File: src/rtl/branch_flush_sequencer_pkg.sv
// Shared types and defaults for the branch redirect / squash sequencer.
// Holds state encoding and a saturating-increment helper.
package branch_flush_sequencer_pkg;

  localparam int ADDR_W_DEF = 64;
  localparam int REG_W_DEF  = 5;

  typedef enum logic {
    IDLE  = 1'b0,
    FLUSH = 1'b1
  } state_e;

  function automatic logic [63:0] sat_inc(
    input logic [63:0] v,
    input logic [63:0] max
  );
    return (v == max) ? v : v + 64'd1;
  endfunction

endpackage

File: src/rtl/branch_flush_sequencer_load_use_detect.sv
// Load-use hazard comparator between the EX load and ID sources.
// Purely combinational; x0 never creates a hazard.
module branch_flush_sequencer_load_use_detect #(
  parameter int REG_W = 5
) (
  input  logic             mem_read,
  input  logic [REG_W-1:0] ex_rd,
  input  logic [REG_W-1:0] id_rs1,
  input  logic [REG_W-1:0] id_rs2,
  output logic             hazard
);

  assign hazard = mem_read && (ex_rd != '0) &&
                  ((ex_rd == id_rs1) || (ex_rd == id_rs2));

endmodule

File: src/rtl/branch_flush_sequencer.sv
// Redirects PC and squashes IF/ID, ID/EX after a taken EX branch.
// Also stalls on load-use and counts taken redirects.
module branch_flush_sequencer
  import branch_flush_sequencer_pkg::*;
#(
  parameter int ADDR_W       = ADDR_W_DEF,
  parameter int REG_W        = REG_W_DEF,
  parameter int FLUSH_CYCLES = 1,
  parameter int CNT_W        = 16
) (
  input  logic              clk,
  input  logic              reset,
  input  logic              switch_branch,
  input  logic [ADDR_W-1:0] branch_target,
  input  logic              ex_mem_read,
  input  logic [REG_W-1:0]  ex_rd,
  input  logic [REG_W-1:0]  id_rs1,
  input  logic [REG_W-1:0]  id_rs2,
  output logic              pc_sel,
  output logic [ADDR_W-1:0] pc_target,
  output logic              pc_write,
  output logic              if_id_write,
  output logic              if_id_flush,
  output logic              id_ex_flush,
  output logic              busy,
  output logic [CNT_W-1:0]  redirect_cnt
);

  localparam int FC_W =
    (FLUSH_CYCLES > 1) ? $clog2(FLUSH_CYCLES) : 1;

  state_e            state_q, state_d;
  logic [FC_W-1:0]   fcnt_q, fcnt_d;
  logic [CNT_W-1:0]  cnt_q;
  logic [63:0]       cnt_inc;
  logic              hazard;
  logic              take;

  branch_flush_sequencer_load_use_detect #(
    .REG_W (REG_W)
  ) u_lud (
    .mem_read (ex_mem_read),
    .ex_rd    (ex_rd),
    .id_rs1   (id_rs1),
    .id_rs2   (id_rs2),
    .hazard   (hazard)
  );

  always_comb begin
    state_d     = state_q;
    fcnt_d      = fcnt_q;
    take        = 1'b0;
    pc_sel      = 1'b0;
    pc_target   = '0;
    pc_write    = 1'b1;
    if_id_write = 1'b1;
    if_id_flush = 1'b0;
    id_ex_flush = 1'b0;
    busy        = 1'b0;
    if (!reset) begin
      unique case (state_q)
        IDLE: begin
          if (switch_branch) begin
            take        = 1'b1;
            pc_sel      = 1'b1;
            pc_target   = branch_target;
            if_id_flush = 1'b1;
            id_ex_flush = 1'b1;
            if (FLUSH_CYCLES > 1) begin
              state_d = FLUSH;
              fcnt_d  = FC_W'(FLUSH_CYCLES - 1);
            end
          end else if (hazard) begin
            pc_write    = 1'b0;
            if_id_write = 1'b0;
            id_ex_flush = 1'b1;
          end
        end
        FLUSH: begin
          if_id_flush = 1'b1;
          busy        = 1'b1;
          fcnt_d      = fcnt_q - 1'b1;
          if (fcnt_q <= FC_W'(1)) begin
            state_d = IDLE;
            fcnt_d  = '0;
          end
        end
        default: state_d = IDLE;
      endcase
    end
  end

  // Widened so the shared helper serves any CNT_W up to 64.
  assign cnt_inc = sat_inc(64'(cnt_q), 64'({CNT_W{1'b1}}));

  always_ff @(posedge clk) begin
    if (reset) begin
      state_q <= IDLE;
      fcnt_q  <= '0;
      cnt_q   <= '0;
    end else begin
      state_q <= state_d;
      fcnt_q  <= fcnt_d;
      if (take) cnt_q <= cnt_inc[CNT_W-1:0];
    end
  end

  assign redirect_cnt = cnt_q;

endmodule

File: config.mk
export PLATFORM = sky130hd
export DESIGN_NAME = branch_flush_sequencer
export DESIGN_NICKNAME = d
export VERILOG_FILES = /design/src/rtl/branch_flush_sequencer_pkg.sv /design/src/rtl/branch_flush_sequencer_load_use_detect.sv /design/src/rtl/branch_flush_sequencer.sv
export SDC_FILE = /design/constraint.sdc
export NUM_CORES = 1
export LEC_CHECK = 0
export CAP_MARGIN = 25
export CORE_MARGIN = 3
export CORE_UTILIZATION = 25
export DETAILED_ROUTE_END_ITERATION = 12
export PLACE_DENSITY = 0.77
export SLEW_MARGIN = 10
export SYNTH_ARGS = -nofsm -noshare
export SYNTH_HDL_FRONTEND = slang
export SYNTH_SLANG_ARGS = --single-unit
File: constraint.sdc
create_clock -name clk -period 1.94 [get_ports clk]
set_clock_uncertainty 0.05 [all_clocks]
set_input_delay 0.485 -clock clk [delete_from_list [all_inputs] [get_ports clk]]
set_output_delay 0.485 -clock clk [all_outputs]
set_load 0.03 [all_outputs]
Word-level counts from Yosys, hierarchy flattened:

Index checks and enable logic that the tools add are counted.

* add/subtract/negate cells: 2
* magnitude comparators: 1
* eq/ne operators: 3
* multiplexer cells: 20
* bitwise operators: 2
* reduce and logical (&&, ||, !) cells: 6

Operators by type and width (count)
* 2-to-1 mux 64 bit: 3
* adder 16 x 1 -> 16 bit (second input constant): 1
* equality test 16 bit (second input constant): 1
* 2-to-1 mux 1 bit: 16
* equality test 5 bit: 2
* nonzero test 5 bit: 1
* logical AND 1 bit: 2
* NOT 1 bit: 2
* one-hot mux 1 bit (2 select lines): 1
* AND reduction 2 bit: 1
* OR reduction 2 bit: 1
* <= comparator 1 bit (second input constant): 1
* logical OR 1 bit: 1
* subtractor 1 bit (second input constant): 1

* flip-flop bits (word level): 18
* input port bits: 83

Longest topological paths before layout:

* depth after elaboration: 7
* gate-level depth with buffers: 6
* mapped depth without buffers: 5

By module:

From an unflattened synthesis, not the netlist that was laid out.

* cell total of the unflattened synthesis: 195
* area, all modules: 1471.4 sq um

Modules (own cells, without submodules)
* branch_flush_sequencer: instances 1, cells an instance 178, area each 1346.3 sq um
* branch_flush_sequencer_load_use_detect: instances 1, cells an instance 17, area each 125.1 sq um

Worst setup path before layout:

OpenSTA, ideal clock, no wires.

* path kind: input to output
* from: in ex_rd[0]
* to: out pc_write
* arrival time: 1.641 ns
* required time: 1.405 ns
* path slack: -0.236 ns
* stages: 5
* path buffers: 1
* path through: or4_1 > nor2_1 > nor3b_1 > nand3b_1 > buf_4

* word-level cells in the longest chain between the ends: 7
* elaborated cells between the ends (all ways): 10
* classes of those cells: 2 x eq/ne; 4 x mux; 4 x reduce/logical

Ends and longest elaborated chain
* from (decl): RTL line branch_flush_sequencer.sv:16 `input logic [REG_W-1:0] ex_rd,`
* equality test 5 bit / nonzero test 5 bit (equally long branches): RTL line branch_flush_sequencer_load_use_detect.sv:14, branch_flush_sequencer_load_use_detect.sv:13
* logical OR 1 bit / logical AND 1 bit (equally long branches): RTL line branch_flush_sequencer_load_use_detect.sv:14, branch_flush_sequencer_load_use_detect.sv:13
* logical AND 1 bit *: RTL line branch_flush_sequencer_load_use_detect.sv:13 `assign hazard = mem_read && (ex_rd != '0) &&`
* 2-to-1 mux 1 bit * (4 in a row)
* to (decl): RTL line branch_flush_sequencer.sv:21 `output logic pc_write,`

Mark *: on every way between the ends. The rest lies on a longest branch, timed or not.

Worst setup path after layout:

* from: in ex_rd[4]
* to: out id_ex_flush

* word-level cells in the longest chain between the ends: 7
* elaborated cells between the ends (all ways): 10
* classes of those cells: 2 x eq/ne; 4 x mux; 4 x reduce/logical

Ends and longest elaborated chain
* equality test 5 bit / nonzero test 5 bit (equally long branches): RTL line branch_flush_sequencer_load_use_detect.sv:14, branch_flush_sequencer_load_use_detect.sv:13
* logical OR 1 bit / logical AND 1 bit (equally long branches): RTL line branch_flush_sequencer_load_use_detect.sv:14, branch_flush_sequencer_load_use_detect.sv:13
* logical AND 1 bit *: RTL line branch_flush_sequencer_load_use_detect.sv:13
* 2-to-1 mux 1 bit *: RTL line branch_flush_sequencer.sv:73 `end else if (hazard) begin`
* 2-to-1 mux 1 bit *: RTL line branch_flush_sequencer.sv:63 `if (switch_branch) begin`
* 2-to-1 mux 1 bit *: RTL line branch_flush_sequencer.sv:61 `unique case (state_q)`
* 2-to-1 mux 1 bit *: RTL line branch_flush_sequencer.sv:60 `if (!reset) begin`
* to (decl): RTL line branch_flush_sequencer.sv:24 `output logic id_ex_flush,`

Marks and branches as above.

==> metrics <==
status finished, violations left; violated checks negative setup slack; Starting Density 0.269; GPL Wtd Cong 0.781; most common cell after layout, fill and taps aside clkdlybuf4s50_1; CP endpoint kind output pin; WP buf/inv 2; CP startpoint kind input port; Detailed Route WL 7310 um; Hold Buf Count CTS 0; Most common cell on crit path buf_6; num rows 26; Post-synth EDFFs 0; initial antenna violation count 0; vias in the first global route 2054; power per cell area 348 nW/um2; final setup vio count 4; Die Y 81.8 um; Ys Warns 0; Inserted Diodes 0; Slew Limit Fails 0; Synth Instances 189; post-route ant nets 0; post-route cell area 3720 um2; Die Area 6700 um2; worst vdd ir 0.000370 V; Avg WL per Cell 16.4 um; Skew-Pair Late Insertion Delay 0.25 ns; Hold Vio Cnt, Final 0; post-synthesis sequential area ratio 0.223; Largest register FFs 16; Tightest Hold Check Type reg -> reg; Largest delay share family, worst path simple AND/OR/NAND/NOR gates; total CTS buffers 3; Overflow after GRT 0; IO Port Bufs 167; dpl cell area 3160 um2; #FFs+latches synth 16; Tmin final 2.13 ns; asr flop ratio synth 0; Top Ports 169; most frequent cells in the layout 72 x clkdlybuf4s50_1, 58 x buf_6, 47 x and2_4; CP peak stage delay 0.51 ns; R2R setup slack 0.19 ns; clock tree sinks 16; Syn-to-layout area delta 159%; Avg Synthesized Cell Area 7.61 um2; vias per inst 4.67; Net Count, Synth 273; nets@finish 461; CTS Root Cell clkbuf_8; first-pass GRT wire length 10500 um; LEAKAGE 0.00179 uW; CP max-delay cell or4_1; CP Data Arrival Time 1.60 ns; final setup margin -0.191 ns; ys flop type dfxtp_1; post-synth design cell area 1440 um2; H-tree lvl count 1; f_max 0.469 GHz; Die Width 81.8 um; Post-route DRC 0; synth unique cells 42; RSZ-0062 raised after global routing yes; DP HPWL 5230 um; WHS 0.466 ns; CTS max path bufs 2; Reg clk slew, reported paths 0.06 ns; All-Layer GR Usage 0.204; CTS tree yes; max-cap viol count 0; DR iter-0 viols 38; Placed Instances 430; core area 5340 um2; CP Cell Sequence buf_6 -> or4_1 -> nor2_1 -> nor3b_2 -> a21o_2 -> buf_6; layout cells sized above 1 0.444; drt pass-1 iters 4; CP max FO 2; fin crit share 1.10; Fill cells 401; Worst EP required 1.40 ns; Vias 2084; largest net degree at the start of global routing 18; Non-Filler Instances 446; CP Class in -> out
[kinds of logic after synthesis]
kind of cell | Yosys count | share of synthesized area
buffers and inverters | 16 | 0.0618
and+or+nand+nor | 115 | 0.500
xor gates and xnor gates | 12 | 0.0731
DFF | 16 | 0.223
AOI/OAI and AO/OA | 26 | 0.116
adders and majority gates | 1 | 0.00870
other | 1 | 0.00261
muxes | 2 | 0.0148
[Yosys cell counts (2+ instances only)]
library cell | number | area share
a21oi_1 | 10 | 0.035
or3_1 | 7 | 0.030
o21ai_0 | 6 | 0.021
xnor2_1 | 10 | 0.061
dfxtp_1 | 16 | 0.22
xor2_1 | 2 | 0.012
nor2_1 | 5 | 0.013
o31ai_1 | 3 | 0.016
nor2b_1 | 2 | 0.0087
buf_2 | 2 | 0.0070
nand4_1 | 5 | 0.022
and2_1 | 64 | 0.28
and3_1 | 4 | 0.017
nand2_1 | 9 | 0.023
buf_4 | 5 | 0.026
or4_1 | 3 | 0.016
clkbuf_1 | 6 | 0.016
nand3_1 | 5 | 0.017
nor3_1 | 2 | 0.0070
[metal layers]
layer	vias up	GRT usage	routed length [um]
met2	106	0.389	3820
met4	0	0.0365	95
met3	10	0.0559	706
li1	1020	-	-
met5	-	0	0
met1	948	0.225	2690
[final timing paths]
check	start	to	depth (start not counted)
worst max-delay path	ex_rd[4]	id_ex_flush	6
worst min-delay path	redirect_cnt[7]	redirect_cnt[7]	2
worst min register to register	redirect_cnt[7]	redirect_cnt[7]	2
worst max register to register	redirect_cnt[0]	redirect_cnt[13]	5
[cell type report]
class / instances / area (um2) / area share
Timing Repair Buffer: 198 / 2080 / 0.559
Inverter: 1 / 3.75 / 0.00101
Multi-Input combinational cell: 157 / 1170 / 0.315
Clock buffer: 4 / 55.1 / 0.0148
Sequential cell: 16 / 320 / 0.0861
Tap cell: 70 / 87.6 / 0.0235
[report_power, final]
group / leakage [uW] / switching [uW] / internal [uW]
Clock: 0.0000288 / 121 / 180
Combinational: 0.00163 / 273 / 381
Sequential: 0.000129 / 5.20 / 333
[worst min-delay path: stages (launching register included)]
cell     delay, ns
dfxtp_1       0.34
o31ai_1       0.08
a21oi_1       0.05
[stage by stage]
step | setup TNS, ns | util | total power, uW | setup slack [ns]
after floorplan | -0.258 | - | 589 | -0.223
after global placement | -23.80 | 0.592 | 873 | -0.537
after detailed placement | -25.46 | 0.592 | 880 | -0.542
after CTS | -0.725 | 0.676 | 1280 | -0.211
after global routing | -0.860 | 0.697 | 1350 | -0.230
final | -0.548 | 0.697 | 1290 | -0.191
[repair_timing]
item,4_1_cts,5_1_grt
buffers inserted,6,1
cloned,5,0
resized for setup,113,32
pin swaps,18,6
setup endpoints to repair,78,45
(Power assumes the default switching activity.)
